File: src/rtl/auto_sale_pkg.sv
// ============================================================================
// Module   : auto_sale_pkg
// Purpose  : Shared encodings for the coin payout (state, hopper select, coin values)
// Revision : 1.0  initial release
// ============================================================================
`default_nettype none

package auto_sale_pkg;

    localparam logic [2:0] ST_IDLE  = 3'd0;
    localparam logic [2:0] ST_SEL   = 3'd1;
    localparam logic [2:0] ST_PULSE = 3'd2;
    localparam logic [2:0] ST_GAP   = 3'd3;
    localparam logic [2:0] ST_DONE  = 3'd4;
    localparam logic [2:0] ST_FAULT = 3'd5;

    localparam logic SEL_ONE = 1'b0;
    localparam logic SEL_TEN = 1'b1;

    localparam int unsigned COIN_TEN = 10;
    localparam int unsigned COIN_ONE = 1;

endpackage

`default_nettype wire

File: src/rtl/coin_payout_timer.sv
// ============================================================================
// Module   : payout_timer
// Purpose  : Loadable down-counter timing coin pulse and gap lengths
// Revision : 1.0  initial release
// ============================================================================
`default_nettype none

module payout_timer #(
    parameter int CNT_W = 2
) (
    input  logic             clk,
    input  logic             reset,
    input  logic             load,
    input  logic [CNT_W-1:0] load_val,
    output logic             expired
);

    logic [CNT_W-1:0] count_q;
    logic [CNT_W-1:0] count_d;

    always_comb begin
        count_d = count_q;
        if (load) begin
            count_d = load_val;
        end else if (count_q != '0) begin
            count_d = count_q - 1'b1;
        end
    end

    always_ff @(posedge clk or negedge reset) begin
        if (!reset) begin
            count_q <= '0;
        end else begin
            count_q <= count_d;
        end
    end

    assign expired = (count_q == '0);

endmodule

`default_nettype wire

File: src/rtl/coin_payout.sv
// ============================================================================
// Module   : coin_payout
// Purpose  : Greedy change/refund dispenser driving ten- and one-yuan hoppers
// Revision : 1.0  initial release
// ============================================================================
`default_nettype none

module coin_payout
    import auto_sale_pkg::*;
#(
    parameter int AMT_W        = 8,
    parameter int PULSE_CYCLES = 2,
    parameter int GAP_CYCLES   = 2
) (
    input  logic             clk,
    input  logic             reset,
    input  logic             pay_req,
    input  logic [AMT_W-1:0] pay_amount,
    input  logic             abort,
    input  logic             ten_empty,
    input  logic             one_empty,
    output logic             coin_ten_out,
    output logic             coin_one_out,
    output logic             busy,
    output logic             done,
    output logic             fault,
    output logic [AMT_W-1:0] remain
);

    localparam int MAX_CYC = (PULSE_CYCLES > GAP_CYCLES) ? PULSE_CYCLES : GAP_CYCLES;
    localparam int TMR_W   = (MAX_CYC < 2) ? 1 : $clog2(MAX_CYC);

    localparam logic [TMR_W-1:0] PULSE_LOAD = TMR_W'(PULSE_CYCLES - 1);
    localparam logic [TMR_W-1:0] GAP_LOAD   = TMR_W'(GAP_CYCLES - 1);
    localparam logic [AMT_W-1:0] AMT_TEN    = AMT_W'(COIN_TEN);
    localparam logic [AMT_W-1:0] AMT_ONE    = AMT_W'(COIN_ONE);

    logic [2:0]       state_q, state_d;
    logic             sel_q, sel_d;
    logic [AMT_W-1:0] remain_q, remain_d;
    logic             tmr_load;
    logic [TMR_W-1:0] tmr_val;
    logic             tmr_expired;

    payout_timer #(
        .CNT_W (TMR_W)
    ) u_timer (
        .clk      (clk),
        .reset    (reset),
        .load     (tmr_load),
        .load_val (tmr_val),
        .expired  (tmr_expired)
    );

    always_comb begin
        state_d  = state_q;
        sel_d    = sel_q;
        remain_d = remain_q;
        tmr_load = 1'b0;
        tmr_val  = '0;
        case (state_q)
            ST_IDLE: begin
                if (pay_req) begin
                    remain_d = pay_amount;
                    state_d  = ST_SEL;
                end
            end
            ST_SEL: begin
                if (abort) begin
                    state_d = ST_IDLE;
                end else if (remain_q == '0) begin
                    state_d = ST_DONE;
                end else if (remain_q >= AMT_TEN && !ten_empty) begin
                    state_d  = ST_PULSE;
                    sel_d    = SEL_TEN;
                    tmr_load = 1'b1;
                    tmr_val  = PULSE_LOAD;
                end else if (!one_empty) begin
                    // Also reached with remain >= 10 when the ten hopper is empty
                    state_d  = ST_PULSE;
                    sel_d    = SEL_ONE;
                    tmr_load = 1'b1;
                    tmr_val  = PULSE_LOAD;
                end else begin
                    state_d = ST_FAULT;
                end
            end
            ST_PULSE: begin
                if (abort) begin
                    state_d = ST_IDLE;
                end else if (tmr_expired) begin
                    remain_d = remain_q - ((sel_q == SEL_TEN) ? AMT_TEN : AMT_ONE);
                    state_d  = ST_GAP;
                    tmr_load = 1'b1;
                    tmr_val  = GAP_LOAD;
                end
            end
            ST_GAP: begin
                if (abort) begin
                    state_d = ST_IDLE;
                end else if (tmr_expired) begin
                    state_d = ST_SEL;
                end
            end
            ST_DONE: begin
                state_d = ST_IDLE;
            end
            ST_FAULT: begin
                // abort wins over a simultaneous retry request
                if (abort) begin
                    state_d = ST_IDLE;
                end else if (pay_req) begin
                    remain_d = pay_amount;
                    state_d  = ST_SEL;
                end
            end
            default: begin
                state_d = ST_IDLE;
            end
        endcase
    end

    always_ff @(posedge clk or negedge reset) begin
        if (!reset) begin
            state_q  <= ST_IDLE;
            sel_q    <= SEL_ONE;
            remain_q <= '0;
        end else begin
            state_q  <= state_d;
            sel_q    <= sel_d;
            remain_q <= remain_d;
        end
    end

    assign coin_ten_out = (state_q == ST_PULSE) && (sel_q == SEL_TEN);
    assign coin_one_out = (state_q == ST_PULSE) && (sel_q == SEL_ONE);
    assign busy         = (state_q == ST_SEL) || (state_q == ST_PULSE) || (state_q == ST_GAP);
    assign done         = (state_q == ST_DONE);
    assign fault        = (state_q == ST_FAULT);
    assign remain       = remain_q;

endmodule

`default_nettype wire

File: config.mk
export PLATFORM = sky130hd
export DESIGN_NAME = coin_payout
export DESIGN_NICKNAME = d
export VERILOG_FILES = /design/src/rtl/auto_sale_pkg.sv /design/src/rtl/coin_payout_timer.sv /design/src/rtl/coin_payout.sv
export SDC_FILE = /design/constraint.sdc
export NUM_CORES = 1
export LEC_CHECK = 0
export BUFFER_PORTS_ARGS = -buffer_cell sky130_fd_sc_hd__buf_2
export CORE_MARGIN = 2
export CORE_UTILIZATION = 30
export DETAILED_ROUTE_END_ITERATION = 10
export MAX_ROUTING_LAYER = met4
export SLEW_MARGIN = 25
export SYNTH_ARGS = -nofsm -noshare
export SYNTH_HDL_FRONTEND = slang
export SYNTH_SLANG_ARGS = --single-unit
File: constraint.sdc
create_clock -name clk -period 1.9 [get_ports clk]
set_input_delay 0.095 -clock clk [delete_from_list [all_inputs] [get_ports clk]]
set_output_delay 0.095 -clock clk [all_outputs]
set_load 0.005 [all_outputs]
==> impl_results.md <==
* Result of the run: finished clean
* Hold path startpoint: pay_amount[2]
* Post-route DRC violation count at 0
* Worst reg2reg path depth at 7
* Max-cap violations at 0
* Yosys synthesis warning count at 0
* Transition time of the tightest slew-check pin at 0.476 ns
* Share of total power in sequential cells at 0.247
* Final Cycle Share at 0.957
* Footprint of the multi-input gates at 596 sq um
* Synthesized instance count at 111
* Worst EP required at 2.07 ns
* Iteration-0 DRC Markers at 48
* GPL Wtd Cong at 0.929
* Number of I/O pins at 27
* Cell total after placement at 187
* Setup repair after global routing missed its margin: no
* Most common cell after layout, fill and taps aside: buf_2
* Startpoint types: register
* Critical path arrival at 1.99 ns
* Final setup violation count at 0
* Path type of the worst setup path: register to register
* Area of all sequential standard cells at 325 sq um
* Vias after detailed routing at 1011
* Number of routed nets with antenna violations at 0
* Clock Latency Late Sink at 0.28 ns
* Congestion Overflow GR at 0
* Clock power share at 0.085
* Synthesis-stage register bit count at 13
* Type of element capturing the critical path: register
* Post-DP HPWL at 2.09 mm
* Number of hold-slack violations in the final timing report at 0
* Site row count at 20
* Routed WL at 2.77 mm
* Worst Clk Skew at 0.00349 ns
* Aggregate global-route resource usage at 0.165
* Pre-antenna DRT Iters at 4
* Antenna violations before repair at 0
* Fraction of layout cells with a size suffix above 1 at 0.322
* Cell Area, Synth at 977 sq um
* Wire length of the first global-routing pass at 4.40 mm
* Logic pwr share at 0.668
* Worst flop-to-flop path startpoint: sel_q
* Maximum clock path buffer count at 2
* Switching power at 0.944 mW
* Worst hold endpoint: remain[2]
* Die area at 0.00373 sq mm
* Average size of a mapped cell at 8.80 sq um
* Final critical path time including I/O delays and setup at 1.82 ns
* Horizontal die dimension at 61.1 um
* Nets at 168
* Core Area at 0.00308 sq mm
* Number of library cell types mapped by synthesis at 42
* Leak at 0.600 nW
* Area added between synthesis and finish at 29.6%
* Number of buffers created by CTS at 3
* Filler instances at 317
* Largest fanout of any net on the critical path at 4
* Highest-count cells in the layout ignoring fill and taps: buf_2, buf_4, dfrtp_1, nor2_1, nand2_1
* Design area at 0.00127 sq mm
* Slack of the worst reg-to-reg path at 0.08 ns
* CP max stage delay at 0.39 ns
* Pwr dens at 1660 mW/mm^2
* Htree depth at 1
* Worst slew margin relative to its limit at 0.679
* Summed negative setup slack over all endpoints at 0 ns
* Largest net degree at the start of global routing at 18
* Initial core utilization at 0.317
* Number of antenna cells inserted at 0
* Net switching share of the total power at 0.450
* Worst vdd ir at 685 uV
* Sequential-to-total area share from yosys stat at 0.333
* Post-DR wirelength/cell at 14.4 um
* Chip height at 61.1 um
* Via count of the first global-routing pass at 941
* Clock edge transition at the registers on the reported setup and hold paths at 0.09 ns
* TritonCTS clock tree: built
* Count of input and output buffers at 26
* CP cell instances: inv_1 -> ha_1 -> fa_1 -> nand2b_1 -> a21oi_1 -> a2bb2oi_1 -> o22a_1
* Worst hold path depth at 3
* Ratio of routed vias to standard cells at 5.24
* Final Non-Filler Cells at 193
* Type of the most critical hold path: input pin to register
* Clock Tree Root: clkbuf_4
* Placed inst area at 0.00122 sq mm
* Syn nets at 129
* Number of slew-limit violations in the final report at 0
* Max Fclk at 0.550 GHz
* Clock Sink Count at 13
* Cell internal pwr at 1.16 mW
* Master of the slowest instance on the critical path: dfrtp_1
* Terminus of the critical flop-to-flop path: remain[4]
-- per-stage QoR --
step,worst slack [ns],util,power [mW],hold WS [ns]
after global placement,0.147,0.395,1.84,0.0108
after global routing,0.00131,0.411,2.28,0.0871
after floorplan,-0.169,-,1.39,-0.201
after CTS,0.0637,0.407,2.06,0.0741
after detailed placement,0.0660,0.395,1.86,0.0148
final,0.0826,0.411,2.10,0.0819
-- routing by layer --
layer,wire length [um],track usage,vias up
li1,-,-,499
met1,1320,0.221,481
met2,1310,0.251,29
met3,119,0.0336,2
met4,27,0.0497,0
met5,0,-,-
-- what timing repair did --
action                     CTS  global route
resized for setup            0             2
setup endpoints to repair    0             2
buffers inserted             0             1
hold buffers                 1             0
hold endpoints to repair    13             0
-- registers in the layout, summed over array words and instances (netlist names) --
register	flops
sel_q	1
u_timer.count_q	1
state_q	3
remain	8
-- cell type report --
class / instances / area share
repair buffers: 41 / 0.194
multi-input cells: 86 / 0.470
well taps: 44 / 0.0435
inverters: 5 / 0.0148
clock buffers: 4 / 0.0208
flip-flops and latches: 13 / 0.257
-- how the worst max path moves through the flow --
| stage | startpoint | endpoint | cells past startpoint |
|---|---|---|---|
| 5_1_grt | sel_q | remain[6] | 7 |
| 3_3_place_gp | sel_q | remain[4] | 7 |
| 6_report | sel_q | remain[4] | 7 |
| 2_1_floorplan | state_q[0] | remain[0] | 8 |
| 4_1_cts | sel_q | remain[4] | 7 |
| 3_5_place_dp | sel_q | remain[4] | 7 |
-- power by group through the flow --
stage / clock (mW) / combinational, mW / sequential, mW
floorplan: 0 / 0.845 / 0.546
global route: 0.201 / 1.54 / 0.535
detailed placement: 0 / 1.34 / 0.529
CTS: 0.183 / 1.35 / 0.523
global placement: 0 / 1.32 / 0.521
finish: 0.178 / 1.40 / 0.519
-- synth_stat cells --
master | n | area [sq um]
o211a_1 | 1 | 10.0
or3b_1 | 1 | 8.76
nor4_1 | 4 | 25.0
clkbuf_1 | 3 | 11.3
o2111ai_1 | 1 | 8.76
a31oi_1 | 3 | 18.8
nor3b_1 | 2 | 15.0
and3_1 | 1 | 6.26
a211o_1 | 1 | 8.76
nand2b_1 | 3 | 18.8
a21oi_1 | 4 | 20.0
a21boi_0 | 1 | 7.51
o31ai_1 | 2 | 15.0
nor2b_1 | 1 | 6.26
or4_1 | 2 | 15.0
nor2_1 | 12 | 45.0
ha_1 | 3 | 37.5
o21ai_1 | 1 | 5.00
nand3_1 | 2 | 10.0
a2bb2oi_1 | 1 | 8.76
buf_2 | 2 | 10.0
and2_4 | 1 | 8.76
and3b_1 | 1 | 8.76
fa_1 | 1 | 20.0
inv_1 | 5 | 18.8
o221ai_1 | 2 | 17.5
buf_6 | 2 | 22.5
a22oi_1 | 2 | 15.0
and2_1 | 2 | 12.5
o22a_1 | 1 | 8.76
o21ai_0 | 6 | 30.0
o31a_1 | 1 | 8.76
o211ai_1 | 3 | 22.5
nand2_1 | 9 | 33.8
o2bb2ai_1 | 2 | 17.5
and4b_1 | 1 | 10.0
a21o_1 | 1 | 7.51
or3_1 | 1 | 6.26
a2111oi_0 | 2 | 17.5
o311ai_0 | 1 | 8.76
dfrtp_1 | 13 | 325
mux2_4 | 3 | 45.0
-- critical path: cells and delay by family, from the launching register on --
family | cells | cell delay [ns]
DFF | 1 | 0.39
adders and majority gates | 2 | 0.61
buffers and inverters | 1 | 0.10
and+or+nand+nor | 1 | 0.16
AOI/OAI and AO/OA | 3 | 0.44
-- cells by family (layout without fill, tap and decap cells) --
group                    Yosys count  in the layout  share of synthesized area
flip-flops                        13             13                      0.333
multiplexers                       3              3                     0.0461
AO/OA/AOI/OAI                     36             36                      0.262
buffers and inverters             12             50                     0.0640
AND/OR/NAND/NOR                   43             43                      0.236
adder cells (fa/ha/maj)            4              4                     0.0589
Power figures use the tool's default switching activity.
